===== config.mk =====
export PLATFORM = sky130hd
export DESIGN_NAME = gnrc_std2fwft
export DESIGN_NICKNAME = d
export VERILOG_FILES = /design/src/rtl/gnrc_pkg.sv /design/src/rtl/gnrc_fwft_fifo.sv /design/src/rtl/gnrc_std2fwft.sv
export SDC_FILE = /design/constraint.sdc
export NUM_CORES = 1
export LEC_CHECK = 0
export BUFFER_PORTS_ARGS = -buffer_cell sky130_fd_sc_hd__buf_4
export CAP_MARGIN = 20
export CORE_MARGIN = 4
export CORE_UTILIZATION = 30
export CTS_CLUSTER_SIZE = 30
export DETAILED_ROUTE_END_ITERATION = 6
export PLACE_DENSITY = 0.54
export SYNTH_ARGS = -nofsm -noshare
export SYNTH_HDL_FRONTEND = slang
export SYNTH_SLANG_ARGS = --single-unit

===== constraint.sdc =====
create_clock -name clk_i -period 6.94 [get_ports clk_i]
set_input_delay 1.388 -clock clk_i [delete_from_list [all_inputs] [get_ports clk_i]]
set_output_delay 1.388 -clock clk_i [all_outputs]
set_load 0.05 [all_outputs]

===== src/rtl/gnrc_pkg.sv =====
// Shared constants and helpers for the generic FIFO adapter blocks.
package gnrc_pkg;

    // Deepest upstream read latency the std->FWFT adapter is built for.
    localparam int RD_LAT_MAX = 3;

    // Local buffer depth needed to cover every read that can be in flight
    // plus the word being presented.
    function automatic int std2fwft_bd(input int rd_lat);
        return rd_lat + 1;
    endfunction

endpackage


===== src/rtl/gnrc_fwft_fifo.sv =====
// Small first-word-fall-through FIFO: the head word is visible on rdata_o
// whenever valid_o is high. BYPASS=1 lets a write into an empty FIFO appear
// on the output in the same cycle.
module gnrc_fwft_fifo #(
    parameter int DW     = 32,
    parameter int DP     = 2,
    parameter bit BYPASS = 1'b0,
    localparam int AW    = (DP > 1) ? $clog2(DP) : 1,
    localparam int CW    = $clog2(DP + 1)
) (
    input  logic          clk_i,
    input  logic          rst_ni,
    input  logic          flush_i,
    input  logic          wen_i,
    input  logic [DW-1:0] wdata_i,
    input  logic          ren_i,
    output logic [DW-1:0] rdata_o,
    output logic          valid_o
);

    logic [DW-1:0] mem_q [DP];
    logic [AW-1:0] wptr_q, wptr_d;
    logic [AW-1:0] rptr_q, rptr_d;
    logic [CW-1:0] cnt_q, cnt_d;
    logic          empty_w, full_w, thru_w, push_w, pop_w;

    // Pointers wrap at DP, which need not be a power of two.
    function automatic logic [AW-1:0] ptr_inc(input logic [AW-1:0] p);
        if (p == AW'(DP - 1)) return '0;
        return p + 1'b1;
    endfunction

    // Push/pop decode, next-state pointers and occupancy.
    always_comb begin
        empty_w = (cnt_q == '0);
        full_w  = (cnt_q == CW'(DP));
        thru_w  = BYPASS && empty_w && wen_i && ren_i;
        push_w  = wen_i && (!full_w || ren_i) && !thru_w;
        pop_w   = ren_i && !empty_w;
        wptr_d  = push_w ? ptr_inc(wptr_q) : wptr_q;
        rptr_d  = pop_w ? ptr_inc(rptr_q) : rptr_q;
        cnt_d   = cnt_q + CW'(push_w) - CW'(pop_w);
        if (flush_i) begin
            wptr_d = '0;
            rptr_d = '0;
            cnt_d  = '0;
        end
    end

    // Head word presentation; bypass forwards the incoming word when empty.
    always_comb begin
        valid_o = !empty_w || (BYPASS && wen_i);
        rdata_o = (BYPASS && empty_w) ? wdata_i : mem_q[rptr_q];
    end

    // Pointer and occupancy registers.
    always_ff @(posedge clk_i or negedge rst_ni) begin
        if (!rst_ni) begin
            wptr_q <= '0;
            rptr_q <= '0;
            cnt_q  <= '0;
        end else begin
            wptr_q <= wptr_d;
            rptr_q <= rptr_d;
            cnt_q  <= cnt_d;
        end
    end

    // Storage; cleared on reset so the output reads zero until first write.
    always_ff @(posedge clk_i or negedge rst_ni) begin
        if (!rst_ni) begin
            for (int i = 0; i < DP; i++) mem_q[i] <= '0;
        end else if (push_w && !flush_i) begin
            mem_q[wptr_q] <= wdata_i;
        end
    end

endmodule


===== src/rtl/gnrc_std2fwft.sv =====
// Read-side adapter: drains a standard FIFO with fixed read latency RD_LAT
// and presents a first-word-fall-through valid/ready stream. Reads are
// prefetched under a credit count (buffered + in flight) so the local
// buffer can never overflow while sustaining one word per cycle.
// Optional feature macro: GNRC_STD2FWFT_LEVEL_EN adds level_o and an
// overflow assertion.
module gnrc_std2fwft
    import gnrc_pkg::*;
#(
    parameter int DW     = 32,
    parameter int RD_LAT = 1,
    localparam int BD    = std2fwft_bd(RD_LAT),
    localparam int CW    = $clog2(BD + 1)
) (
    input  logic          clk_i,
    input  logic          rst_i,
    input  logic          flush_i,
    input  logic          empty_i,
    output logic          ren_o,
    input  logic [DW-1:0] rdata_i,
    output logic          valid_o,
    input  logic          ready_i,
`ifdef GNRC_STD2FWFT_LEVEL_EN
    output logic [CW-1:0] level_o,
`endif
    output logic [DW-1:0] data_o
);

    if (RD_LAT < 1 || RD_LAT > RD_LAT_MAX) begin : g_bad_lat
        $error("gnrc_std2fwft: RD_LAT out of range");
    end

    logic [RD_LAT-1:0] inflight_q, inflight_d;
    logic [CW-1:0]     cnt_q, cnt_d;
    logic              pop_w, cap_w, ren_w;

    assign pop_w = valid_o & ready_i;
    // Last stage of the in-flight pipe marks the cycle rdata_i is valid.
    assign cap_w = inflight_q[RD_LAT-1];
    assign ren_o = ren_w;

    // Read strobe: issue only if the credit left after this cycle's pop
    // still fits the buffer. Held low during reset and flush.
    always_comb begin
        ren_w = !rst_i && !empty_i && !flush_i &&
                (({1'b0, cnt_q} - {{CW{1'b0}}, pop_w}) < (CW + 1)'(BD));
    end

    // In-flight shift register and credit count next state.
    always_comb begin
        inflight_d = '0;
        cnt_d      = '0;
        if (!flush_i) begin
            inflight_d[0] = ren_w;
            for (int i = 1; i < RD_LAT; i++) inflight_d[i] = inflight_q[i-1];
            cnt_d = cnt_q + CW'(ren_w) - CW'(pop_w);
        end
    end

    // Credit and in-flight state registers.
    always_ff @(posedge clk_i or posedge rst_i) begin
        if (rst_i) begin
            inflight_q <= '0;
            cnt_q      <= '0;
        end else begin
            inflight_q <= inflight_d;
            cnt_q      <= cnt_d;
        end
    end

    gnrc_fwft_fifo #(
        .DW     (DW),
        .DP     (BD),
        .BYPASS (1'b0)
    ) u_buf (
        .clk_i   (clk_i),
        .rst_ni  (~rst_i),
        .flush_i (flush_i),
        .wen_i   (cap_w),
        .wdata_i (rdata_i),
        .ren_i   (pop_w),
        .rdata_o (data_o),
        .valid_o (valid_o)
    );

`ifdef GNRC_STD2FWFT_LEVEL_EN
    logic [CW-1:0] occ_w;

    assign level_o = cnt_q;
    assign occ_w   = cnt_q - CW'($countones(inflight_q));

    // A returning word must always find room in the buffer.
    always_ff @(posedge clk_i) begin
        if (!rst_i && !flush_i && cap_w && !pop_w)
            assert (occ_w != CW'(BD)) else $error("gnrc_std2fwft: capture into full buffer");
    end
`endif

endmodule


Word level (Yosys, flattened, before mapping):

Index checks and enable logic that the tools add are counted.

* memory bits (read-only): 0
* bits in latches: 0
* input bits: 37
* bits in writable memories: 0
* memories kept: 0
* register bits after elaboration: 71
* word-level logic and storage cells: 57

* div/mod/pow operators: 0
* bitwise operators: 3
* shifts and indexed selects: 0
* add/sub/neg operators: 7
* muxes and demuxes: 19
* $mul: 0
* equal/unequal tests: 1
* magnitude comparators: 4
* reduce and logical (&&, ||, !) cells: 16

Operator list (number)
* $mux 32: 4
* $bwmux 64: 1
* $demux 32 s1: 1
* $mux 1: 11
* $logic_and 1x1->1: 7
* $logic_not 1->1: 5
* $add 2x1->2: 2
* $ge 2x2->1 const B: 2
* $mux 2: 2
* $not 1->2: 2
* $reduce_bool 2->1: 2
* $sub 2x1->2: 2
* $lt 3x2->1 const B: 1
* $sub 2x1->3: 1
* $add 1x1->1 const B: 2
* $eq 2x2->1 const B: 1
* $logic_not 2->1: 1
* $lt 2x1->1 const B: 1
* $and 1x1->1: 1
* $logic_or 1x1->1: 1

Logic depth before layout (Yosys ltp):

Gate-level depths: netlist of the first run.

* depth after elaboration: 9
* gate-level depth with buffers: 7
* depth with buffers taken out: 7

By module:

From an unflattened synthesis of the first run, not the netlist that was laid out.

* cell total of the unflattened synthesis: 211
* area, all modules: 3289.4 um^2

By module, submodules not included
* gnrc_fwft_fifo: seq. area each 1701.6 um^2, times used 1, cells each 195, area each 3105.5 um^2
* gnrc_std2fwft: seq. area each 75.1 um^2, times used 1, cells each 16, area each 183.9 um^2

Worst setup path after synthesis of the first run:

Ideal clock, no wire load.

* path kind: input -> output
* start point: input ready_i
* end point: output ren_o
* data required time: 5.552 ns
* buffers on the path: 0
* path slack: 2.138 ns
* data arrival time: 3.414 ns
* stages on the path: 4
* cells stage by stage: o21a_1 ha_1 xor2_1 nor4_1

* cells in the longest elaborated chain, start to end: 4

RTL lines
* from (decl): line gnrc_std2fwft.sv:22 `input logic ready_i,`
* $and 1x1->1: line gnrc_std2fwft.sv:37 `assign pop_w = valid_o & ready_i;`
* $sub 2x1->3: line gnrc_std2fwft.sv:46 `(({1'b0, cnt_q} - {{CW{1'b0}}, pop_w}) < (CW + 1)'(BD));`
* $lt 3x2->1: line gnrc_std2fwft.sv:46
* $logic_and 1x1->1: line gnrc_std2fwft.sv:45 `ren_w = !rst_i && !empty_i && !flush_i &&`
* to (decl): line gnrc_std2fwft.sv:19 `output logic ren_o,`

No other way between the ends.

Final worst setup path of the first run:

Ends and elaborated chain as after synthesis.

==> out/results.txt, run 1 <==
die height: 113 um
Core Area: 10800 sq um
Bufs on Longest Clock Path: 2
Final setup viols: 0
largest net degree at the start of global routing: 70
top post-synthesis cells by area: dfrtp_1 53%, mux2_2 23%, mux2_4 13%, ha_1 1.9%, buf_12 1.8%
clock-pin slew on the worst setup and hold paths: 80 ps
Avg WL per Cell: 15.5 um
Post-CTS Setup Inserts: 0
Residual DRC: 0
Critical Path Fanout Max: 4
crit end category: primary output
Unique masters post-synth: 22
Area Overhead vs Synth: 24.7%
number of I/O pins: 71
H-Tree Level Count: 3
Power Total: 0.00202 W
post-synth top area cell: dfrtp_1
Slew headroom: 0.321
Pre-antenna DRT Iters: 4
number of port buffers: 70
Crit Path Category: input port to primary output
Max Cap Violations: 0
CTS Buf Count: 9
initial antenna violation count: 0
share of cells above drive strength 1: 0.666
Final period util: 0.585
first-pass GRT wire length: 11200 um
Post-Syn Instances: 210
worst-margin pin slew: 1020 ps
leakage power total: 2.08 nW
Die Area: 12800 sq um
clock insertion delay at the later pin of the skew report: 350 ps
Hold Buf Count CTS: 0
clock tree sinks: 71
Total GRT Usage: 0.112
mapped cell area: 3320 sq um
critical path startpoint: ready_i
RSZ-0062 raised after global routing: no
1st-iter DRT viols: 44
flops & latches, synth: 71
RR Startpoint: u_buf.cnt_q[1]
Critical Path AT: 2670 ps
hold_ws: 504 ps
# rows: 38
Synth Area per Inst: 15.8 sq um
HPWL after DPL: 4180 um
n_diodes: 0
Tmin final: 4060 ps
global route overflow: 0
nets: 324
worst hold path startpoint: u_buf.mem_q[6]
sequential area share after synthesis: 0.535
Final Hold Viols: 0
Starting Density: 0.306
final antenna-violating net count: 0
crit start category: input port
required time of the critical path: 5550 ps
Pwr Density: 488 nW/um^2
Syn. warnings: 0
Root Buffer: clkbuf_8
via total after detailed routing: 1880
die width: 113 um
Worst Hold Class: flop to flop
drt via density: 4.40
worst clock skew: 6.33 ps
CTS tree: built
Worst VDD drop: 0.221 mV
Routed WL: 6640 um
Max Fclk: 246 MHz
final slew viol count: 0
outcome: complete, no violations
area fraction of the dominant cell type after synthesis: 0.535
synthesized net count: 252
Post-CTS Resized: 0
setup tns final: 0 ps
vias in the first global route: 2176
GPL Wtd Cong: 0.697
-- cell usage after synthesis --
| master | number |
|---|---|
| nor4_1 | 2 |
| nand2b_1 | 1 |
| xnor2_1 | 3 |
| inv_1 | 5 |
| nor3b_4 | 1 |
| or2_2 | 1 |
| clkbuf_1 | 4 |
| dfrtp_1 | 71 |
| nor2b_1 | 2 |
| buf_6 | 1 |
| mux2_2 | 67 |
| or4b_4 | 1 |
| buf_2 | 4 |
| mux2_4 | 29 |
| nor3b_2 | 1 |
| o21a_1 | 1 |
| buf_12 | 3 |
| o21ai_0 | 1 |
| ha_1 | 5 |
| and2b_2 | 1 |
| xor2_1 | 3 |
| nor2_1 | 3 |
-- registers in the layout, summed over array words and instances (netlist names) --
name and flops:
u_buf.cnt_q 2, u_buf.mem_q 64, u_buf.wptr_q 1, cnt_q 2, cap_w 1, u_buf.rptr_q 1
-- area by class of cell --
class | instances | area, sq um
clock buffers | 10 | 138
clock inverters | 6 | 60.1
fillers | 1082 | 6700
inverters | 5 | 18.8
multi-input cells | 122 | 1430
flip-flops and latches | 71 | 1780
well taps | 140 | 175
repair buffers | 73 | 548
-- path summary, 6_finish.rpt --
check	end	slack (ps)	cells past startpoint
max	ren_o	2880	6
min	u_buf.mem_q[6]	500	1
max reg2reg	u_buf.mem_q[10]	4570	4
min reg2reg	u_buf.mem_q[6]	500	1
max in group asynchronous	u_buf.mem_q[7]	5000	3
min in group asynchronous	cnt_q[0]	900	2
-- metrics by stage --
| stage | util | area, sq um | cells | worst slack (ps) |
|---|---|---|---|---|
| final | 0.382 | 4140 | 427 | 2880 |
| after global routing | 0.382 | 4140 | 427 | 2750 |
| after CTS | 0.382 | 4140 | 427 | 2880 |
| after detailed placement | 0.364 | 3950 | 411 | 2890 |
| after global placement | 0.364 | 3950 | 411 | 2930 |
| after floorplan | - | 3320 | 210 | 2140 |
-- layer usage --
layer	track usage	routed length (um)	vias to the layer above
li1	-	-	877
met5	0	0	-
met4	0.0433	101	0
met2	0.168	2990	49
met1	0.151	3190	944
met3	0.0364	357	10
-- cell families (layout without fill, tap and decap cells) --
logic type,after synthesis,count (layout),synth area share
xor+xnor,6,6,0.0158
simple gates,13,13,0.0309
buf+inv,17,94,0.0377
fa+ha+maj,5,5,0.0188
flops,71,71,0.535
mux,96,96,0.358
compound gates,2,2,0.00377
-- layout by cell type, fill, tap and decap left out, types with 3 or more instances in the layout --
cell,netlist,layout
inv_1,5,4
clkinv_2,0,3
mux2_2,67,67
dfrtp_1,71,71
nor2_1,3,3
ha_1,5,5
buf_4,0,73
mux2_4,29,29
xnor2_1,3,3
xor2_1,3,3
clkbuf_8,0,10
-- critical path, stage by stage --
cell and delay, ps:
buf_4 120, o21a_1 150, ha_1 200, xor2_1 170
nor4_1 350, buf_4 280
-- power by group --
group,leakage [nW],internal (W),switching (W)
combinational,1.07,0.000438,0.000602
clock,0.0981,0.000174,0.000157
sequential,0.917,0.000564,0.0000847
total,2.08,0.00118,0.000844
No activity file was read; power rests on OpenSTA's default activity.
==> inputs of run 2 (changes only) <==
--- a/config.mk
+++ b/config.mk
@@ -5,6 +5,7 @@
 export SDC_FILE = /design/constraint.sdc
 export NUM_CORES = 1
 export LEC_CHECK = 0
+export ABC_AREA = 1
 export BUFFER_PORTS_ARGS = -buffer_cell sky130_fd_sc_hd__buf_4
 export CAP_MARGIN = 20
 export CORE_MARGIN = 4
==> constraint.sdc (replaced) <==
create_clock -name clk_i -period 4.16 [get_ports clk_i]
set_input_delay 0.832 -clock clk_i [delete_from_list [all_inputs] [get_ports clk_i]]
set_output_delay 0.832 -clock clk_i [all_outputs]
set_load 0.05 [all_outputs]
==> run 2 against run 1 <==
Effect of this change:
- sequential share of layout area is 0.35 points higher
- cell count is 49% higher
- final area is 0.82% lower
==> out/results.txt, run 2 <==
global route overflow: 0 (unchanged)
GPL Wtd Cong: 0.724 (+3.8%)
post-synth top area cell: dfrtp_1
combinational fraction of design power: 0.542 (+0.027)
RSZ-0062 raised after global routing: no
Bufs on Longest Clock Path: 2 (unchanged)
Core Area: 10500 sq um (-3.5%)
Largest Register: u_buf.mem_q
switching share of total power: 0.493 (+0.0754)
Post-synth top cells: 264 x nand2_1, 71 x dfrtp_1, 34 x nand3_1, 12 x inv_1
number of I/O pins: 71 (unchanged)
Slew headroom: 0.598 (+0.277)
Tmin final: 2870 ps
Die Area: 12700 sq um (-1.3%)
clock tree sinks: 71 (unchanged)
H-Tree Level Count: 3 (unchanged)
final cell count without fillers: 635 (+49%)
final core occ: 0.393 (+0.0106)
outcome: complete, no violations
number of port buffers: 70 (unchanged)
Post-synth EDFFs: 0 (unchanged)
worst-margin pin slew: 600 ps (-416 ps)
final slew viol count: 0 (unchanged)
die height: 112 um (-0.67%)
Seq. cell area: 1780 sq um (unchanged)
Worst Hold Class: flop to flop
Total GRT Usage: 0.145 (+0.0330)
Residual DRC: 0 (unchanged)
Critical Path AT: 2040 ps (-630 ps)
top post-synthesis cells by area: dfrtp_1 54%, nand2_1 30%, nand3_1 5.2%, ha_1 1.9%, buf_4 1.8%
die width: 112 um (-0.67%)
Seq pwr share: 0.319 (-0.002)
Max Fclk: 348 MHz
Syn. warnings: 0 (unchanged)
area fraction of the dominant cell type after synthesis: 0.543 (+0.00777)
Synth Area per Inst: 7.65 sq um (-52%)
# rows: 37 (-2.6%)
required time of the critical path: 3330 ps (-2220 ps)
final antenna-violating net count: 0 (unchanged)
clock insertion delay at the later pin of the skew report: 350 ps (about the same)
max FFs per register: 64 (unchanged)
CTS tree: built
mapped cell area: 3270 sq um (-1.4%)
Routed WL: 8600 um (+30%)
Post-Syn Instances: 428 (+100%)
clock share of power: 0.139 (-0.025)
Final setup viols: 0 (unchanged)
n_diodes: 0 (unchanged)
commonest cells after routing, fill and taps aside: 264 x nand2_1, 78 x buf_4, 71 x dfrtp_1, 34 x nand3_1, 11 x inv_1
Root Buffer: clkbuf_8
initial antenna violation count: 0 (unchanged)
Post-CTS Resized: 0 (unchanged)
Avg WL per Cell: 13.5 um (-13%)
placed cells: 621 (+51%)
Critical Path Fanout Max: 3 (-1)
Power Total: 0.00336 W (+66%)
share of synthesized registers carrying an async set or reset: 1.00 (unchanged)
crit start category: input port
Post-CTS Setup Inserts: 0 (unchanged)
Starting Density: 0.313 (+0.00652)
commonest non-fill, non-tap cell in the layout: nand2_1
crit end category: primary output
vias in the first global route: 2965 (+36%)
1st-iter DRT viols: 198 (+350%)
HPWL after DPL: 5510 um (+32%)
Worst VDD drop: 0.407 mV (+84%)
Unique masters post-synth: 17 (-23%)
flops & latches, synth: 71 (unchanged)
Hold Buf Count CTS: 0 (unchanged)
clock-pin slew on the worst setup and hold paths: 60 ps (-20 ps)
largest net degree at the start of global routing: 47 (-33%)
nets: 539 (+66%)
fillers: 1136 (+5.0%)
multi-input logic area: 1330 sq um (-7.1%)
Largest regs: u_buf.mem_q (64), cnt_q (2), u_buf.cnt_q (2)
worst clock skew: 9.90 ps (+3.57 ps)
hold_ws: 478 ps (-25.9 ps)
synthesized net count: 470 (+87%)
via total after detailed routing: 2820 (+50%)
cell-internal power: 0.00170 W (+45%)
Crit Path Category: input port to primary output
Synth Flop Type: dfrtp_1
Final period util: 0.690
switching power: 0.00166 W (+96%)
first-pass GRT wire length: 14700 um (+31%)
leakage power total: 2.32 nW (+11%)
share of cells above drive strength 1: 0.192 (-0.473)
setup tns final: 0 ps (unchanged)
sequential area share after synthesis: 0.543 (+0.00777)
Pre-antenna DRT Iters: 4 (unchanged)
most common cell in the netlist: nand2_1
Pwr Density: 818 nW/um^2 (+68%)
Area Overhead vs Synth: 25.5%
Final Hold Viols: 0 (unchanged)
drt via density: 4.44 (+0.87%)
Max Cap Violations: 0 (unchanged)
CTS Buf Count: 9 (unchanged)
[run 2: changes by cell type after synthesis, moves of 4 or more]
cell,change
buf_4,+8
mux2_2,-67
buf_2,+4
inv_1,+7
nand3_1,+34
nor2_1,+4
nand2_1,+264
mux2_4,-29
[run 2: layout make-up]
cell class                      count  area share
Clock buffer                       11      0.0344
Clock inverter                      2     0.00244
Sequential cell                    71       0.432
Timing Repair Buffer               80       0.154
Multi-Input combinational cell    321       0.322
Tap cell                          136      0.0414
Inverter                           14      0.0128
[run 2: cells by family after synthesis]
logic type | count (synthesis) | share of synthesized area
AND/OR/NAND/NOR | 310 | 0.372
flip-flops | 71 | 0.543
buffers and inverters | 36 | 0.0535
adder cells (fa/ha/maj) | 5 | 0.0191
AO/OA/AOI/OAI | 3 | 0.00458
XOR/XNOR | 3 | 0.00803
[run 2: path summary, 6_finish.rpt]
check                                  end  slack, ps             from  cells after the start
setup / recovery                     ren_o       1290          ready_i                      7
hold / removal             u_buf.mem_q[12]        480  u_buf.mem_q[12]                      2
setup reg to reg                  cnt_q[1]       2300   u_buf.cnt_q[1]                     11
hold reg to reg            u_buf.mem_q[12]        480  u_buf.mem_q[12]                      2
max in group asynchronous  u_buf.mem_q[14]       2860            rst_i                      4
min in group asynchronous         cnt_q[0]        500            rst_i                      2
[run 2: worst max-delay path, cell delays in order]
cell	delay, ps
buf_4	110
nand2_1	90
inv_1	80
ha_1	190
xor2_1	170
nor4_1	280
buf_4	270
[run 2: layer usage]
metal / routed length [um] / vias to the layer above / GRT usage
met1: 4000 / 1294 / 0.190
li1: - / 1438 / -
met3: 548 / 11 / 0.0383
met4: 129 / 0 / 0.0521
met2: 3930 / 77 / 0.232
met5: 0 / - / 0
[run 2: power by group through the flow]
stage	clock [W]	combinational (W)	sequential [W]
after floorplan	0	0.00132	0.00105
after global placement	0	0.00181	0.00107
after detailed placement	0	0.00185	0.00108
after CTS	0.000490	0.00185	0.00107
after global routing	0.000517	0.00199	0.00111
final	0.000467	0.00182	0.00107
[run 2: through the flow]
stage	setup WS [ps]	cell area (sq um)
6_report	1290	4110
5_1_grt	1160	4110
4_1_cts	1250	4090
3_5_place_dp	1270	3940
3_3_place_gp	1300	3910
2_1_floorplan	439	3270
